## config.mk

```make
export PLATFORM = sky130hd
export DESIGN_NAME = pong_tick_scheduler
export DESIGN_NICKNAME = d
export VERILOG_FILES = /design/src/rtl/pong_pkg.sv /design/src/rtl/pong_tick_counter.sv /design/src/rtl/pong_tick_scheduler.sv
export SDC_FILE = /design/constraint.sdc
export NUM_CORES = 1
export LEC_CHECK = 0
export ABC_AREA = 0
export BUFFER_PORTS_ARGS = -buffer_cell sky130_fd_sc_hd__buf_2
export CORE_ASPECT_RATIO = 0.7
export CORE_MARGIN = 5
export CORE_UTILIZATION = 30
export CTS_CLUSTER_DIAMETER = 40
export CTS_CLUSTER_SIZE = 16
export DETAILED_ROUTE_END_ITERATION = 7
export GPL_TIMING_DRIVEN = 0
export PLACE_DENSITY = 0.58
export SETUP_SLACK_MARGIN = 0.1
export SLEW_MARGIN = 10
export SYNTH_ARGS = -nofsm -noshare
export SYNTH_HDL_FRONTEND = slang
export SYNTH_SLANG_ARGS = --single-unit
```

## constraint.sdc

```tcl
create_clock -name CLK_100MHz -period 3.4 [get_ports CLK_100MHz]
set_input_delay 0.85 -clock CLK_100MHz [delete_from_list [all_inputs] [get_ports CLK_100MHz]]
set_output_delay 0.85 -clock CLK_100MHz [all_outputs]
set_load 0.01 [all_outputs]
```

## src/rtl/pong_pkg.sv

```systemverilog
// Shared definitions for the pong tick scheduler: FSM state encodings,
// default divider constants and the common counter width.
package pong_pkg;

   typedef enum logic [2:0] {
      ST_IDLE  = 3'd0,
      ST_SERVE = 3'd1,
      ST_PLAY  = 3'd2,
      ST_POINT = 3'd3,
      ST_WIN   = 3'd4
   } state_t;

   // Width of every cycle counter and of the ball period register.
   localparam int CNT_W = 24;

   // Default dividers for a 100 MHz system clock.
   localparam int PADDLE_DIV_DEF  = 500000;
   localparam int BALL_INIT_DEF   = 500000;
   localparam int BALL_STEP_DEF   = 10;
   localparam int BALL_MIN_DEF    = 100000;
   localparam int SERVE_TICKS_DEF = 30;

endpackage

```

## src/rtl/pong_tick_counter.sv

```systemverilog
// Free-running period counter: counts 0..period-1 while enabled, wraps to 0
// and flags the terminal cycle. Clear has priority over enable.
module pong_tick_counter
   import pong_pkg::*;
(
   input  logic             clk_i,
   input  logic             rst_i,
   input  logic             enable_i,
   input  logic             clear_i,
   input  logic [CNT_W-1:0] period_i,
   output logic             tick_o
);

   logic [CNT_W-1:0] cnt_q;
   logic [CNT_W-1:0] cnt_d;
   logic             at_end;

   // Terminal-count detection and next count value. The >= keeps the counter
   // from running away if the period is ever lowered below the current count.
   always_comb begin
      at_end = (cnt_q >= (period_i - CNT_W'(1)));
      cnt_d  = cnt_q;
      if (clear_i) begin
         cnt_d = '0;
      end else if (enable_i) begin
         cnt_d = at_end ? '0 : (cnt_q + CNT_W'(1));
      end
   end

   // Count register.
   always_ff @(posedge clk_i or posedge rst_i) begin
      if (rst_i) begin
         cnt_q <= '0;
      end else begin
         cnt_q <= cnt_d;
      end
   end

   assign tick_o = enable_i && !clear_i && at_end;

endmodule

```

## src/rtl/pong_tick_scheduler.sv

```systemverilog
// Game-phase FSM for pong plus the paddle and ball move-enable generators.
// Paddle ticks run at a fixed rate during SERVE and PLAY; ball ticks run
// only in PLAY and speed up after every ball tick down to a floor.
// Tick outputs are registered and gated by the next state, so a tick never
// appears in a cycle where the FSM has already left the running states.
module pong_tick_scheduler
   import pong_pkg::*;
#(
   parameter int PADDLE_DIV  = PADDLE_DIV_DEF,
   parameter int BALL_INIT   = BALL_INIT_DEF,
   parameter int BALL_STEP   = BALL_STEP_DEF,
   parameter int BALL_MIN    = BALL_MIN_DEF,
   parameter int SERVE_TICKS = SERVE_TICKS_DEF
)(
   input  logic        CLK_100MHz,
   input  logic        Reset,
   input  logic        start,
   input  logic        score,
   input  logic        win,
   output logic        tick_p,
   output logic        tick_b,
   output logic [2:0]  state,
   output logic [23:0] ball_period
);

   localparam logic [CNT_W-1:0] PADDLE_PERIOD = CNT_W'(PADDLE_DIV);
   localparam logic [CNT_W-1:0] BALL_INIT_P   = CNT_W'(BALL_INIT);
   localparam logic [CNT_W-1:0] BALL_STEP_P   = CNT_W'(BALL_STEP);
   localparam logic [CNT_W-1:0] BALL_MIN_P    = CNT_W'(BALL_MIN);
   localparam int               SRV_W         = (SERVE_TICKS > 1) ? $clog2(SERVE_TICKS + 1) : 1;
   localparam logic [SRV_W-1:0] SERVE_LAST    = SRV_W'(SERVE_TICKS - 1);

   // Speed-up step with a floor; evaluated one bit wider so that the
   // subtraction can never wrap below zero.
   function automatic logic [CNT_W-1:0] step_down_sat(input logic [CNT_W-1:0] p);
      logic [CNT_W:0] floor_plus_step;
      floor_plus_step = {1'b0, BALL_MIN_P} + {1'b0, BALL_STEP_P};
      if ({1'b0, p} >= floor_plus_step) begin
         return p - BALL_STEP_P;
      end
      return BALL_MIN_P;
   endfunction

   state_t           state_q;
   state_t           state_d;
   logic [SRV_W-1:0] srv_q;
   logic [SRV_W-1:0] srv_d;
   logic             tick_p_q;
   logic             tick_p_d;
   logic             tick_b_q;
   logic             tick_b_d;
   logic [CNT_W-1:0] per_q;
   logic [CNT_W-1:0] per_d;

   logic             run_p;
   logic             run_b;
   logic             clr_p;
   logic             clr_b;
   logic             wrap_p;
   logic             wrap_b;

   // Next-state logic: start low wins over everything, win beats score.
   always_comb begin
      state_d = state_q;
      if (!start) begin
         state_d = ST_IDLE;
      end else begin
         case (state_q)
            ST_IDLE: begin
               state_d = ST_SERVE;
            end
            ST_SERVE: begin
               if (win) begin
                  state_d = ST_WIN;
               end else if (tick_p_q && (srv_q == SERVE_LAST)) begin
                  state_d = ST_PLAY;
               end
            end
            ST_PLAY: begin
               if (win) begin
                  state_d = ST_WIN;
               end else if (score) begin
                  state_d = ST_POINT;
               end
            end
            ST_POINT: begin
               state_d = win ? ST_WIN : ST_SERVE;
            end
            ST_WIN: begin
               state_d = ST_WIN;
            end
            default: begin
               state_d = ST_IDLE;
            end
         endcase
      end
   end

   // Counter controls. The paddle phase survives SERVE->PLAY but restarts
   // from IDLE and after a point; the ball counter only lives inside PLAY,
   // so leaving PLAY (score, win or start drop) clears it.
   always_comb begin
      run_p = (state_q == ST_SERVE) || (state_q == ST_PLAY);
      run_b = (state_q == ST_PLAY);
      clr_p = (state_d == ST_IDLE) || (state_q == ST_IDLE) || (state_q == ST_POINT);
      clr_b = (state_d != ST_PLAY);
   end

   pong_tick_counter u_paddle_cnt (
      .clk_i    (CLK_100MHz),
      .rst_i    (Reset),
      .enable_i (run_p),
      .clear_i  (clr_p),
      .period_i (PADDLE_PERIOD),
      .tick_o   (wrap_p)
   );

   pong_tick_counter u_ball_cnt (
      .clk_i    (CLK_100MHz),
      .rst_i    (Reset),
      .enable_i (run_b),
      .clear_i  (clr_b),
      .period_i (per_q),
      .tick_o   (wrap_b)
   );

   // Tick gating, serve-tick counting and ball-period update.
   always_comb begin
      tick_p_d = wrap_p && ((state_d == ST_SERVE) || (state_d == ST_PLAY));
      // A score or win in the same cycle moves state_d off PLAY, which
      // drops the ball tick and therefore also its period decrement.
      tick_b_d = wrap_b && (state_d == ST_PLAY);

      srv_d = srv_q;
      if (state_q != ST_SERVE) begin
         srv_d = '0;
      end else if (tick_p_q) begin
         srv_d = srv_q + SRV_W'(1);
      end

      per_d = per_q;
      if ((state_d == ST_IDLE) || (state_q == ST_IDLE) || (state_q == ST_POINT)) begin
         per_d = BALL_INIT_P;
      end else if (tick_b_d) begin
         per_d = step_down_sat(per_q);
      end
   end

   // State, tick and period registers.
   always_ff @(posedge CLK_100MHz or posedge Reset) begin
      if (Reset) begin
         state_q  <= ST_IDLE;
         srv_q    <= '0;
         tick_p_q <= 1'b0;
         tick_b_q <= 1'b0;
         per_q    <= BALL_INIT_P;
      end else begin
         state_q  <= state_d;
         srv_q    <= srv_d;
         tick_p_q <= tick_p_d;
         tick_b_q <= tick_b_d;
         per_q    <= per_d;
      end
   end

   assign tick_p      = tick_p_q;
   assign tick_b      = tick_b_q;
   assign state       = state_q;
   assign ball_period = per_q;

endmodule

```

[Word level (Yosys, flattened, before mapping)]
Index checks and enable logic that the tools add are counted.
Cells by class
  add/sub/neg operators: 5
  order comparisons: 3
  eq/ne operators: 9
  multiplexer cells: 22
  reductions and logical operators: 19
Operator list (number)
  24-bit 2-to-1 mux: 10
  24-bit by 1-bit adder with 24-bit output, second input constant: 2
  24-bit by 17-bit >= comparator with 1-bit output, second input constant: 1
  24-bit by 19-bit >= comparator with 1-bit output, second input constant: 1
  24-bit >= comparator: 1
  24-bit by 1-bit subtractor with 24-bit output, second input constant: 1
  24-bit by 4-bit subtractor with 24-bit output, second input constant: 1
  3-bit 2-to-1 mux: 6
  3-bit case mux with 5 select lines: 1
  5-bit 2-to-1 mux: 2
  3-bit by 2-bit equality test with 1-bit output, second input constant: 3
  2-bit nonzero test: 4
  1-bit logical AND: 7
  3-bit by 1-bit equality test with 1-bit output, second input constant: 2
  3-bit logical NOT: 2
  5-bit by 1-bit adder with 5-bit output, second input constant: 1
  5-bit equality test, second input constant: 1
  1-bit logical OR: 4
  3-bit equality test, second input constant: 1
  1-bit 2-to-1 mux: 3
  3-bit by 1-bit != test with 1-bit output, second input constant: 1
  3-bit by 2-bit != test with 1-bit output, second input constant: 1
  1-bit logical NOT: 2
Storage, ports and cells
  register bits: 82
  input port bits: 5
  output and inout port bits: 29
  logic and storage cells: 65

[Depth between registers and ports, before layout]
  depth after elaboration: 16
  depth in mapped cells: 16
  depth with buffers taken out: 14

[By module]
Synthesis repeated with hierarchy kept, for this count alone.
Unflattened totals
  cells, all modules: 841
  area, all modules: 6984.2 µm²
Modules (own cells, without submodules)
  pong_tick_counter at u_ball_cnt: times used 1, cells an instance 317, area each 2572.5 µm², sequential area each 600.6 µm²
  pong_tick_counter at u_paddle_cnt: times used 1, cells an instance 312, area each 2488.6 µm², sequential area each 600.6 µm²
  pong_tick_scheduler: times used 1, cells an instance 212, area each 1923.1 µm², sequential area each 834.6 µm²

[Worst setup path after synthesis]
OpenSTA, ideal clock, no wires.
  path kind: reg2reg
  from: register per_q[3], in the netlist ball_period[3]
  to: register per_q[18], in the netlist ball_period[18]
  setup time: 0.098 ns
  data arrival time: 3.654 ns
  data required time: 3.302 ns
  slack: -0.352 ns
  stages on the path, launching flop included: 17
  buffers on the path: 3
  period minus slack after synthesis: 3.752 ns
  cells stage by stage: dfrtp_1 buf_6 or4_4 or3_4 nor4_4 nand2_2 nor4_2 xnor2_1 ha_1 a21o_1 a21oi_1 o221ai_1 nand2_1 clkbuf_1 clkbuf_1 nand2_1 a221oi_1
On the way
  elaborated cells between the ends (all ways): 14
  those cells by class: add/sub: 2; order compare: 2; mux: 7; reduce/logical: 3
RTL lines
  start: declaration: line pong_tick_scheduler.sv:52  | logic [CNT_W-1:0] per_q;
  start signal: assignment: line pong_tick_scheduler.sv:162  | per_q <= per_d;
  24-bit by 1-bit subtractor with 24-bit output: line pong_tick_counter.sv:21  | at_end = (cnt_q >= (period_i - CNT_W'(1)));
  24-bit >= comparator: line pong_tick_counter.sv:21
  1-bit logical AND: line pong_tick_counter.sv:39  | assign tick_o = enable_i && !clear_i && at_end;
  1-bit logical AND: line pong_tick_scheduler.sv:132  | tick_b_d = wrap_b && (state_d == ST_PLAY);
  via tick_b_d: line pong_tick_scheduler.sv:51  | logic tick_b_d;
  2-bit nonzero test (no line)
The timed path passes the listed nets, and every way through them passes these cells. The select of a mux whose other input is x is not followed.
A chain may end at the register's enable or synchronous reset.

[Worst setup path after layout]
  from: register per_q[1], in the netlist ball_period[1]
  to: register u_ball_cnt.cnt_q[23]
On the way
  word-level cells in the longest chain between the ends: 5
RTL lines
  24-bit by 1-bit subtractor with 24-bit output: line pong_tick_counter.sv:21
  24-bit >= comparator: line pong_tick_counter.sv:21
  24-bit 2-to-1 mux: line pong_tick_counter.sv:26  | cnt_d = at_end ? '0 : (cnt_q + CNT_W'(1));
  24-bit 2-to-1 mux: line pong_tick_counter.sv:25  | end else if (enable_i) begin
  24-bit 2-to-1 mux: line pong_tick_counter.sv:23  | if (clear_i) begin
  end signal: assignment: line pong_tick_counter.sv:35  | cnt_q <= cnt_d;
  end: declaration: line pong_tick_counter.sv:14  | logic [CNT_W-1:0] cnt_q;
No other way between the ends. The select of a mux whose other input is x is not followed.

==> impl_metrics.json <==
{
  "status": "complete, but fails checks",
  "violations": "setup timing",
  "timing_hold_violations_final": 0,
  "dp_hpwl_mm": 11.76,
  "syn_area_um2": 5635,
  "regToRegStartpoint": "ball_period[1]",
  "die_w_um": 173.8,
  "rr_endpoint": "u_ball_cnt.cnt_q[23]",
  "avgSynthCellArea_um2": 8.792,
  "cts_tree": "done",
  "relSlewSlack_pct": 29.07,
  "start_util_pct": 30.94,
  "drive_gt1_share_pct": 27.80,
  "synth_top_area_share_pct": 32.86,
  "io_buffers": 32,
  "final_antenna_net_count": 0,
  "io_pins": 34,
  "crit_family": "simple AND/OR/NAND/NOR gates",
  "worst_slack_ns": -0.3660,
  "slowest_delay_ns": 0.53,
  "ys_seq_area_share_pct": 36.12,
  "leakagePower_nw": 2.990,
  "grt_pass1_wl_mm": 26.94,
  "pwr-share-seq_pct": 47.6,
  "p_total_w": 0.002040,
  "synth_edf_count": 0,
  "crit_chain": "or4_4 -> or3_4 -> nor4_4 -> buf_6 -> xnor2_2 -> ha_1 -> nand4_1 -> nor3_1 -> a2111o_1 -> o21ai_2 -> buf_2 -> a41oi_2 -> a31oi_1",
  "placed_area_um2": 6271,
  "yosysTopAreaCell": "dfrtp_1",
  "setup_viol": 48,
  "r2r_setup_slack_ns": -0.37,
  "coreArea_um2": 18210,
  "p_per_area_nw_per_um2": 275.7,
  "cp-start-kind": "flip-flop",
  "fin_crit_sh_pct": 110.8,
  "antenna_found_initial": 0,
  "synth_fp_nets": 675,
  "path_buf_inv": 2,
  "async_flop_share_pct": 100.0,
  "hold_start": "u_paddle_cnt.cnt_q[21]",
  "final_area_um2": 7401,
  "cap_violations": 0,
  "cts_hold_buf": 0,
  "multi_input_area_um2": 3796,
  "synthCells": 641,
  "grt_usage_pct": 15.32,
  "cp_data_arrival_time_ns": 4.03,
  "ff2ff_path_depth": 13,
  "hold_path_depth": 1,
  "synth_cell_types": 73,
  "clk_pin_slew_worst_paths_ns": 0.07,
  "nFillCells": 1764,
  "holdCritPathClass": "reg2reg",
  "place_congestion": 0.8755,
  "num_vias": 5327,
  "pwr-share-clk_pct": 46.0,
  "ir_worst_vdd_mv": 0.2150,
  "first_pass_iters": 5,
  "clockRootBuffer": "clkbuf_16",
  "synthTopCellsByArea": "dfrtp_1, ha_1, nand2_1, a31oi_1, dfstp_2",
  "cp_max_fo": 10,
  "drc_errors": 0,
  "end_kind": "flip-flop",
  "rows": 41,
  "p_int_w": 0.001502,
  "switching_power_w": 0.0005384,
  "routed_wl_mm": 17.13,
  "cts_sinks": 81,
  "wire_per_inst_um": 17.87,
  "fin_skew_ns": 0.009923,
  "criticalPathCategory": "reg2reg",
  "final.min_clock_period_ns": 3.766,
  "fmax_mhz": 265.5,
  "cp.required_ns": 3.67,
  "cts_buffer_depth": 2,
  "grt_pass1_vias": 4855,
  "holdPathEnd": "u_paddle_cnt.cnt_q[21]",
  "grt_overflow_total": 0,
  "cts_buffers": 9,
  "area_growth_pct": 31.33,
  "die_area_um2": 21670,
  "clk_latency_ns": 0.35,
  "ys.flop_type": "dfrtp_1",
  "rsz0062_at_grt": "yes",
  "grt_max_degree": 52,
  "antennaDiodeCount": 0,
  "register_area_um2": 2037,
  "die_y_um": 124.7,
  "slew_violations": 0,
  "ys_warn_count": 0,
  "ys_ff_latch": 81,
  "comb_power_share_pct": 6.4,
  "via_per_inst": 5.555,
  "nets": 752,
  "fin_tns_setup_ns": -12.39,
  "p_sw_share_pct": 26.39,
  "htree_levels": 3,
  "worst_pin_slew_ns": 1.055,
  "crit_start": "ball_period[1]",
  "cp_slowest_cell": "or4_4",
  "drt_iter0_drc": 623
}
[power groups by stage]
stage	Combinational, W	Clock, W	Sequential (W)
2_1_floorplan	0.0000791	0	0.000990
3_3_place_gp	0.000119	0	0.000990
3_5_place_dp	0.000123	0	0.000990
4_1_cts	0.000130	0.000968	0.000972
5_1_grt	0.000145	0.00100	0.000972
6_report	0.000130	0.000938	0.000972
[metal layers]
layer / vias up / wire length, um / GRT usage [%]
li1: 2570 / - / -
met2: 183 / 6941 / 20.08
met4: 0 / 197 / 3.955
met3: 13 / 1072 / 3.428
met1: 2561 / 8922 / 24.62
met5: - / 0 / 0
[what timing repair did]
action / 4_1_cts / 5_1_grt
pin swaps: 24 / 32
resized for setup: 47 / 69
buffers inserted: 18 / 11
hold endpoints to repair: 0 / 0
gates cloned: 3 / 2
setup endpoints to repair: 48 / 48
[stage by stage]
stage | setup slack [ns] | hold WS (ns) | util, % | cells
global route | -0.5462 | 0.5112 | 40.64 | 959
detailed placement | -0.7249 | 0.4636 | 34.43 | 910
CTS | -0.4281 | 0.4839 | 38.35 | 947
finish | -0.3660 | 0.4877 | 40.64 | 959
global placement | -1.016 | 0.4619 | 34.27 | 909
floorplan | -0.1004 | 0.4437 | - | 641
[state kept, by name, summed over array words and instances, names as in the netlist]
signal              count
tick_p                  1
u_ball_cnt.cnt_q       24
u_paddle_cnt.cnt_q     24
ball_period            23
state                   3
srv_q                   5
tick_b                  1
[cell type report]
class                           count  area share [%]
Multi-Input combinational cell    490           51.29
Sequential cell                    81           27.52
Timing Repair Buffer               66           7.236
Buffer                             40           4.649
Tap cell                          236           3.990
Clock buffer                        9           3.043
Inverter                           30           1.555
Clock inverter                      7          0.7101
[worst register-to-register path, stage by stage, from the launching register on]
cell and delay, ns:
dfrtp_2 0.41, or4_4 0.53, or3_4 0.37, nor4_4 0.15, buf_6 0.16, xnor2_2 0.14
ha_1 0.29, nand4_1 0.12, nor3_1 0.06, a2111o_1 0.39, o21ai_2 0.39, buf_2 0.35
a41oi_2 0.15, a31oi_1 0.16
[worst max path at each step]
stage / to / slack, ns / depth (start not counted)
global route: u_ball_cnt.cnt_q[11] / -0.55 / 18
global placement: ball_period[1] / -1.02 / 2
floorplan: ball_period[23] / -0.10 / 12
finish: u_ball_cnt.cnt_q[23] / -0.37 / 13
CTS: ball_period[7] / -0.43 / 15
detailed placement: ball_period[7] / -0.72 / 14
[logic make-up (layout without fill, tap and decap cells)]
family	count (synthesis)	count (layout)	share of synthesized area, %
multiplexers	9	9	1.599
buffers and inverters	70	152	5.173
AO/OA/AOI/OAI	158	158	19.47
XOR/XNOR	34	34	5.284
other	1	1	0.06654
AND/OR/NAND/NOR	259	259	25.84
flip-flops	81	81	36.12
adder cells (fa/ha/maj)	29	29	6.439
[synthesized netlist by cell type, types with 4 or more instances]
cell and number:
nor2b_1 4, nor3_1 12, xor2_1 13, nand3_1 35, nand4b_1 14, nand2b_1 6
o21ai_0 27, dfrtp_1 74, a211oi_1 8, xnor2_1 21, and4_1 4, and2_1 14
nor2_1 35, or3_1 4, mux2i_1 9, ha_1 29, o211ai_1 4, and3_1 9
a21o_1 8, a41oi_1 14, a21oi_1 15, clkbuf_1 21, a221oi_1 9, or2_2 4
nand4_1 21, buf_2 13, nand2_1 62, inv_1 30, nor4_2 6, or4_1 5
o22ai_1 8, a31oi_1 33, nor4_1 7, o21a_1 5, dfstp_2 7
[cells in the final DEF (no fill, tap or decap), types with 5 or more instances in the layout]
cell / Yosys / routed
buf_6: 1 / 13
nand3_1: 35 / 31
dfrtp_1: 74 / 73
buf_2: 13 / 44
a211oi_2: 0 / 6
nor4_4: 1 / 6
a21o_1: 8 / 8
nand2_1: 62 / 59
nand2b_1: 6 / 6
nor2_1: 35 / 33
nand4b_1: 14 / 14
and3_1: 9 / 8
xor2_1: 13 / 12
inv_1: 30 / 28
a41oi_1: 14 / 12
o21ai_1: 3 / 7
o21ai_0: 27 / 14
o21ai_2: 0 / 8
a31oi_1: 33 / 27
and2_1: 14 / 14
ha_1: 29 / 28
clkbuf_16: 0 / 13
xnor2_1: 21 / 18
clkbuf_1: 21 / 11
o21a_1: 5 / 5
buf_4: 1 / 19
a221oi_2: 1 / 10
nor3_1: 12 / 10
nand4_1: 21 / 21
dfstp_2: 7 / 7
nor4_1: 7 / 6
a31oi_4: 0 / 5
mux2i_1: 9 / 9
or4_1: 5 / 5
a21oi_1: 15 / 12
Power figures use the tool's default switching activity.
